`config.mk`:
```
export PLATFORM = sky130hd
export DESIGN_NAME = ram_store_ctrl
export DESIGN_NICKNAME = d
export VERILOG_FILES = /design/src/rtl/ram_store_ctrl_pkg.sv /design/src/rtl/ram_wr_src_mux.sv /design/src/rtl/ram_store_ctrl.sv
export SDC_FILE = /design/constraint.sdc
export NUM_CORES = 1
export LEC_CHECK = 0
export CELL_PAD_IN_SITES_DETAIL_PLACEMENT = 0
export CELL_PAD_IN_SITES_GLOBAL_PLACEMENT = 1
export CORE_ASPECT_RATIO = 0.75
export CORE_MARGIN = 4
export CORE_UTILIZATION = 34
export DETAILED_ROUTE_END_ITERATION = 8
export PLACE_DENSITY = 0.83
export SLEW_MARGIN = 20
export SYNTH_ARGS = -nofsm -noshare
export SYNTH_HDL_FRONTEND = slang
export SYNTH_SLANG_ARGS = --single-unit
```
`constraint.sdc`:
```
create_clock -name clk -period 3.7 [get_ports clk]
set_clock_uncertainty 0.15 [all_clocks]
set_input_delay 0.74 -clock clk [delete_from_list [all_inputs] [get_ports clk]]
set_output_delay 0.74 -clock clk [all_outputs]
set_load 0.01 [all_outputs]
```
`src/rtl/ram_store_ctrl_pkg.sv`:
```
// Shared constants for the MEM-stage store path: FSM encodings, source
// indices and default SRAM write timing.
package ram_store_ctrl_pkg;

    // Write sequencer states (2-bit, legacy-compatible encoding)
    localparam logic [1:0] ST_IDLE  = 2'd0;
    localparam logic [1:0] ST_SETUP = 2'd1;
    localparam logic [1:0] ST_WE    = 2'd2;
    localparam logic [1:0] ST_HOLD  = 2'd3;

    // Store-data source indices on the flattened source bus
    localparam int SRC_REGA = 0;
    localparam int SRC_REGB = 1;
    localparam int SRC_RA   = 2;

    // Default SRAM write timing, in clock cycles
    localparam int DEF_SETUP_CYC = 1;
    localparam int DEF_WE_CYC    = 2;
    localparam int DEF_HOLD_CYC  = 1;

    // Largest of the three phase lengths; sizes the shared down-counter
    function automatic int max3(input int a, input int b, input int c);
        int m;
        m = a;
        if (b > m) m = b;
        if (c > m) m = c;
        if (m < 1) m = 1;
        return m;
    endfunction

endpackage

```
`src/rtl/ram_wr_src_mux.sv`:
```
// NUM_SRC:1 store-data selector. Purely combinational; flags selects that
// point past the last implemented source so the caller can drop the request.
module ram_wr_src_mux
    import ram_store_ctrl_pkg::*;
#(
    parameter int DATA_W  = 16,
    parameter int NUM_SRC = 3,
    parameter int SEL_W   = 2
) (
    input  logic [SEL_W-1:0]          sel,
    input  logic [NUM_SRC*DATA_W-1:0] src_data,
    output logic [DATA_W-1:0]         data,
    output logic                      sel_err
);

    // One extra bit so NUM_SRC == 2**SEL_W still compares correctly
    localparam int SELX_W = SEL_W + 1;
    localparam logic [SELX_W-1:0] NUM_SRC_X = SELX_W'(NUM_SRC);

    logic [NUM_SRC-1:0][DATA_W-1:0] src_arr;

    for (genvar g = 0; g < NUM_SRC; g++) begin : g_src
        assign src_arr[g] = src_data[g*DATA_W +: DATA_W];
    end

    // Pick the addressed source; out-of-range selects yield zero data
    always_comb begin
        data = '0;
        for (int i = 0; i < NUM_SRC; i++) begin
            if (sel == SEL_W'(i)) data = src_arr[i];
        end
    end

    assign sel_err = ({1'b0, sel} >= NUM_SRC_X);

endmodule

```
`src/rtl/ram_store_ctrl.sv`:
```
// MEM-stage store sequencer: captures address and selected data on accept,
// then walks the asynchronous SRAM through setup / WE-low / hold. All RAM
// strobes come straight from flops decoded off the next state.
module ram_store_ctrl
    import ram_store_ctrl_pkg::*;
#(
    parameter int DATA_W    = 16,
    parameter int ADDR_W    = 16,
    parameter int NUM_SRC   = 3,
    parameter int SEL_W     = 2,
    parameter int SETUP_CYC = DEF_SETUP_CYC,
    parameter int WE_CYC    = DEF_WE_CYC,
    parameter int HOLD_CYC  = DEF_HOLD_CYC
) (
    input  logic                      clk,
    input  logic                      rst,
    input  logic                      req_valid,
    output logic                      req_ready,
    input  logic [SEL_W-1:0]          req_sel,
    input  logic [ADDR_W-1:0]         req_addr,
    input  logic [NUM_SRC*DATA_W-1:0] src_data,
    output logic [ADDR_W-1:0]         ram_addr,
    output logic [DATA_W-1:0]         ram_data_out,
    output logic                      ram_data_oe,
    output logic                      ram_ce_n,
    output logic                      ram_we_n,
    output logic                      done,
    output logic                      sel_err,
    output logic [DATA_W-1:0]         last_data
);

    localparam int MAX_CYC = max3(SETUP_CYC, WE_CYC, HOLD_CYC);
    localparam int CNT_W   = $clog2(MAX_CYC) + 1;

    localparam logic [CNT_W-1:0] CNT_ONE   = CNT_W'(1);
    localparam logic [CNT_W-1:0] CNT_SETUP = CNT_W'(SETUP_CYC);
    localparam logic [CNT_W-1:0] CNT_WE    = CNT_W'(WE_CYC);
    localparam logic [CNT_W-1:0] CNT_HOLD  = CNT_W'(HOLD_CYC);

    logic [1:0]       state, nxt_state;
    logic [CNT_W-1:0] cnt, nxt_cnt;
    logic [DATA_W-1:0] mux_data;
    logic             mux_err;
    logic             accept;
    logic             start;
    logic             last_step;
    logic             finish;

    ram_wr_src_mux #(
        .DATA_W  (DATA_W),
        .NUM_SRC (NUM_SRC),
        .SEL_W   (SEL_W)
    ) u_src_mux (
        .sel      (req_sel),
        .src_data (src_data),
        .data     (mux_data),
        .sel_err  (mux_err)
    );

    // Ready depends on state only, so there is no valid->ready loop
    assign req_ready = (state == ST_IDLE) & ~rst;
    assign accept    = req_valid & req_ready;
    assign start     = accept & ~mux_err;
    assign last_step = (cnt == CNT_ONE);
    assign finish    = (state != ST_IDLE) && (nxt_state == ST_IDLE);

    // Next state and counter: counter is loaded on entry, state advances at 1
    always_comb begin
        nxt_state = state;
        nxt_cnt   = cnt;
        case (state)
            ST_IDLE: begin
                if (start) begin
                    if (SETUP_CYC > 0) begin
                        nxt_state = ST_SETUP;
                        nxt_cnt   = CNT_SETUP;
                    end else begin
                        nxt_state = ST_WE;
                        nxt_cnt   = CNT_WE;
                    end
                end
            end
            ST_SETUP: begin
                if (last_step) begin
                    nxt_state = ST_WE;
                    nxt_cnt   = CNT_WE;
                end else begin
                    nxt_cnt = cnt - CNT_ONE;
                end
            end
            ST_WE: begin
                if (last_step) begin
                    if (HOLD_CYC > 0) begin
                        nxt_state = ST_HOLD;
                        nxt_cnt   = CNT_HOLD;
                    end else begin
                        nxt_state = ST_IDLE;
                        nxt_cnt   = '0;
                    end
                end else begin
                    nxt_cnt = cnt - CNT_ONE;
                end
            end
            ST_HOLD: begin
                if (last_step) begin
                    nxt_state = ST_IDLE;
                    nxt_cnt   = '0;
                end else begin
                    nxt_cnt = cnt - CNT_ONE;
                end
            end
            default: begin
                nxt_state = ST_IDLE;
                nxt_cnt   = '0;
            end
        endcase
    end

    // State and phase counter registers
    always_ff @(posedge clk or posedge rst) begin
        if (rst) begin
            state <= ST_IDLE;
            cnt   <= '0;
        end else begin
            state <= nxt_state;
            cnt   <= nxt_cnt;
        end
    end

    // SRAM strobes registered from the next state so they never glitch
    always_ff @(posedge clk or posedge rst) begin
        if (rst) begin
            ram_ce_n    <= 1'b1;
            ram_we_n    <= 1'b1;
            ram_data_oe <= 1'b0;
        end else begin
            ram_ce_n    <= (nxt_state == ST_IDLE);
            ram_we_n    <= (nxt_state != ST_WE);
            ram_data_oe <= (nxt_state != ST_IDLE);
        end
    end

    // Address/data captured only on a valid accept, held until the next one
    always_ff @(posedge clk or posedge rst) begin
        if (rst) begin
            ram_addr     <= '0;
            ram_data_out <= '0;
        end else if (start) begin
            ram_addr     <= req_addr;
            ram_data_out <= mux_data;
        end
    end

    // Completion / drop pulses and the record of the last finished write
    always_ff @(posedge clk or posedge rst) begin
        if (rst) begin
            done      <= 1'b0;
            sel_err   <= 1'b0;
            last_data <= '0;
        end else begin
            done    <= finish;
            sel_err <= accept & mux_err;
            if (finish) last_data <= ram_data_out;
        end
    end

endmodule

```
Yosys cells after proc, flatten, opt, wreduce, memory -nomap -nowiden
Cells that the tools add are included.

Add/sub/neg operators: 1. $lt $le $gt $ge: 1. Equality and inequality tests: 8. Muxes and demuxes: 13. Bitwise operators: 6. Reduce and logical (&&, ||, !) cells: 6.

Operators by type and width (number): $mux 16 (3); $mux 2 (8); $pmux 2 s4 (2); $eq 2x1->1 const B (3); $eq 2x2->1 const B (3); $logic_not 2->1 (3); $and 1x1->1 (4); $ne 2x2->1 const B (2); $reduce_bool 2->1 (2); $ge 2x2->1 const B (1); $not 1->1 (2); $sub 2x1->2 const B (1); $logic_and 1x1->1 (1).

Bits in registers: 57. Input bits: 69. Output and inout bits: 54. Logic and storage cells: 45.

Longest topological paths before layout
Depth after elaboration: 8. Mapped depth: 7. Gate-level depth less buffers: 6.

Cells and area by module
From an unflattened synthesis, not the netlist that was laid out.

Cell total of the unflattened synthesis: 180. Area total of the unflattened synthesis: 2802.7 um^2.

Modules (own cells, without submodules): ram_store_ctrl (instances 1, cells each 140, area each 2346.0 um^2, seq. area each 1428.9 um^2); ram_wr_src_mux (instances 1, cells each 40, area each 456.7 um^2, seq. area each 0.0 um^2).

Worst setup path after synthesis
OpenSTA, ideal clock, no wires.

Path kind: input -> register. Start: input port req_sel[0]. End: register ram_data_out[10]. Arrival: 1.756 ns. Data required time: 3.425 ns. Setup slack: 1.668 ns. Stages on the path: 5. Buffers on the path: 2. Path through: buf_2 -> buf_2 -> mux2i_1 -> o2bb2ai_1 -> mux2_4.

Word-level cells in the longest chain between the ends: 4.

Ends and longest elaborated chain: start, declared (RTL line ram_store_ctrl.sv:19) `input logic [SEL_W-1:0] req_sel,`; $logic_not 2->1 (RTL line ram_wr_src_mux.sv:30) `if (sel == SEL_W'(i)) data = src_arr[i];`; $mux 16 (3 in series) (RTL line ram_wr_src_mux.sv:30); end signal, assigned (RTL line ram_store_ctrl.sv:150) `ram_data_out <= mux_data;`; end, declared (RTL line ram_store_ctrl.sv:23) `output logic [DATA_W-1:0] ram_data_out,`.

Several ways; a longest one is shown, not always the timed one. A chain may end at the register's enable or synchronous reset.

Worst setup path after layout
Start: input port rst. End: output port req_ready.

Word-level cells in the longest chain between the ends: 2.

Ends and longest elaborated chain: start, declared (RTL line ram_store_ctrl.sv:16) `input logic rst,`; $not 1->1 (RTL line ram_store_ctrl.sv:61) `assign req_ready = (state == ST_IDLE) & ~rst;`; $and 1x1->1 (RTL line ram_store_ctrl.sv:61); end, declared (RTL line ram_store_ctrl.sv:18) `output logic req_ready,`.

No other way between the ends.

==> metrics <==
Antenna Nets Post-Route=0; fmax=0.341 GHz; main area contributors after synthesis=dfrtp_1 (52%), mux2_4 (11%), nand2_1 (7.4%); Reg2Reg Depth=3; reg2reg end=ram_data_out[11]$_DFFE_PP0P_; Sum Neg Setup Slack=0 ns; Cell Count, Final, Fillers Out=448; post_cts resized=0; CP cell instances=clkdlybuf4s50_1 > nor3_4 > clkdlybuf4s50_1; number of synthesized register bits=57; cts hold-fix bufs=0; leakage power=1.91 nW; die height=84.5 um; DP HPWL=5110 um; CP dominant cell by count=clkdlybuf4s50_1; Overall Global Routing Usage=15.3%; Post-synth EDFFs=0; pwr/cell area=740 nW/um^2; # H-tree levels=3; die width=110 um; core outline area=7470 um^2; Post-Synthesis Cells=216; fillers=643; largest net degree at the start of global routing=38; Crit path arrival time=2.04 ns; num rows=27; GRT overflow=0; share of cells above drive strength 1=17.3%; RSZ-0062 raised after global routing=no; leading register cell type out of synthesis=dfrtp_1; count leader, synth=dfrtp_1; Final Max Tran Viols=0; Area Growth Syn to Fin=57.6%; Max Cap Viol=0; Inserted Clock Buffers=9; r2r setup slk=1.56 ns; post-synth top area share=51.9%; HP Start=last_data[10]$_DFFE_PP0P_; first-pass GRT wire length=11000 um; worst skew pair latency=0.33 ns; ant diodes=0; initial antenna violation count=0; io pins=123; Post-route DRC=0; final worst path period need=2.93 ns; final hold violation count=0; Worst path slowest cell=clkdlybuf4s50_1; dpl cells=432; Final Util=56.0%; I/O Buffers=122; area leader, netlist=dfrtp_1; top post-synthesis cells by count=dfrtp_1 (55), nand2_1 (52), mux2_4 (20), mux2i_1 (16), o2bb2ai_1 (16); Initial DRC Count=46; via count=2080; crit path kind=input port to primary output; Syn Area/Cell=12.3 um^2; clock tree sinks=57; vias per cell=4.64; Initial DRT Pass Iterations=5; ys async rst share=100%; WHS Endpoint=last_data[10]$_DFFE_PP0P_; Initial Utilization=35.5%; Yosys cell types=28; vias in the first global route=2200; Cell Area, Synth=2650 um^2; min-delay worst type=register to register; average wire per standard cell=15.8 um; CTS root buf=clkbuf_8; Least-Margin Pin Slew=0.664 ns; status=complete, no violations; CP Max Fanout=3; maximum clock path buffer count=2; CTS tree=yes; sequential area share after synthesis=53.9%; hold depth=2; die footprint=9290 um^2; critical path's largest stage delay=0.59 ns; Final Net Count=414; syn_nets=288; Routed WL=7080 um; yosys warns=0; Worst R2R Start=state[1]$_DFF_PP0_; VDD IR max=0.000336 V; Setup crit end kind=primary output; CP startpoint kind=input port; post-CTS setup buffers=0; relative slew slack=55.7%; period utilization=79.3%; clk slew on worst S/H paths=0.07 ns; WP data required=2.81 ns; Finish-stage setup viols=0; gp weighted congestion=0.756
==> placed cells by master, fill, tap and decap left out, types with 2 or more instances in the layout <==
master / synthesis / routed
a21oi_1: 2 / 2
o2bb2ai_1: 16 / 16
nand2_1: 52 / 52
clkbuf_8: 0 / 9
mux2i_1: 16 / 16
inv_1: 4 / 3
o21a_1: 2 / 2
bufinv_16: 0 / 2
dfrtp_1: 55 / 55
clkdlybuf4s50_1: 0 / 122
nor2b_1: 2 / 2
o21ai_0: 3 / 3
inv_6: 0 / 2
buf_4: 1 / 6
nor2_1: 5 / 5
mux2_4: 20 / 20
mux2_2: 12 / 12
clkinv_4: 0 / 2
dfstp_2: 2 / 2
ha_1: 3 / 3
==> worst max-delay path: cells and delay by family <==
family / cells / cell delay, ns
buffers and inverters: 2 / 1.07
AND/OR/NAND/NOR: 1 / 0.23
==> kinds of logic (layout without fill, tap and decap cells) <==
group / count (synthesis) / count (layout) / synth area share (%)
muxes: 48 / 48 / 22.5
buffers and inverters: 18 / 149 / 4.10
AOI/OAI and AO/OA: 25 / 25 / 7.41
adders and majority gates: 3 / 3 / 1.42
and+or+nand+nor: 64 / 64 / 10.4
DFF: 57 / 57 / 53.9
xor gates and xnor gates: 1 / 1 / 0.330
==> flip-flops by register name, indices dropped and copies added (netlist names) <==
register	flops
ram_data_oe	1
done	1
ram_addr	16
last_data	16
sel_err	1
ram_ce_n	1
state	2
cnt	2
ram_we_n	1
ram_data_out	16
==> through the flow <==
step	worst slack (ns)	cell area, um^2	hold slack, ns	total power, W
after global placement	0.821	3960	0.309	0.00244
after detailed placement	0.780	3960	0.312	0.00246
after CTS	0.764	4180	0.331	0.00315
after global routing	0.733	4180	0.358	0.00329
after floorplan	1.41	2650	0.364	0.00175
final	0.766	4180	0.325	0.00309
==> final cells by class <==
class	instances	area (um^2)	area share, %
sequential	57	1430	34.2
timing repair buffer	128	1270	30.3
multi-input combinational	141	1110	26.7
tap	101	126	3.02
clock buffer	9	124	2.96
clock inverter	7	103	2.45
inverter	5	18.8	0.449
==> how the worst max path moves through the flow <==
stage	from	to	slack (ns)	cells past startpoint
finish	rst	req_ready	0.77	3
CTS	rst	req_ready	0.76	3
global route	rst	req_ready	0.73	3
detailed placement	rst	req_ready	0.78	3
global placement	rst	req_ready	0.82	3
floorplan	rst	cnt[0]$_DFFE_PP0P_	1.41	1
==> where the power goes <==
part / switching (W) / internal (W)
registers: 0.000203 / 0.000913
clock network: 0.000271 / 0.000386
logic: 0.000499 / 0.000822
total: 0.000973 / 0.00212
==> routing by layer <==
layer  track usage, %  vias to the layer above  wire length [um]
met5                0                        -                 0
met1             18.9                      997              2990
met4             3.28                        0                40
met3             7.92                        8               790
met2             24.0                       80              3260
li1                 -                      995                 -
(Power assumes the default switching activity.)
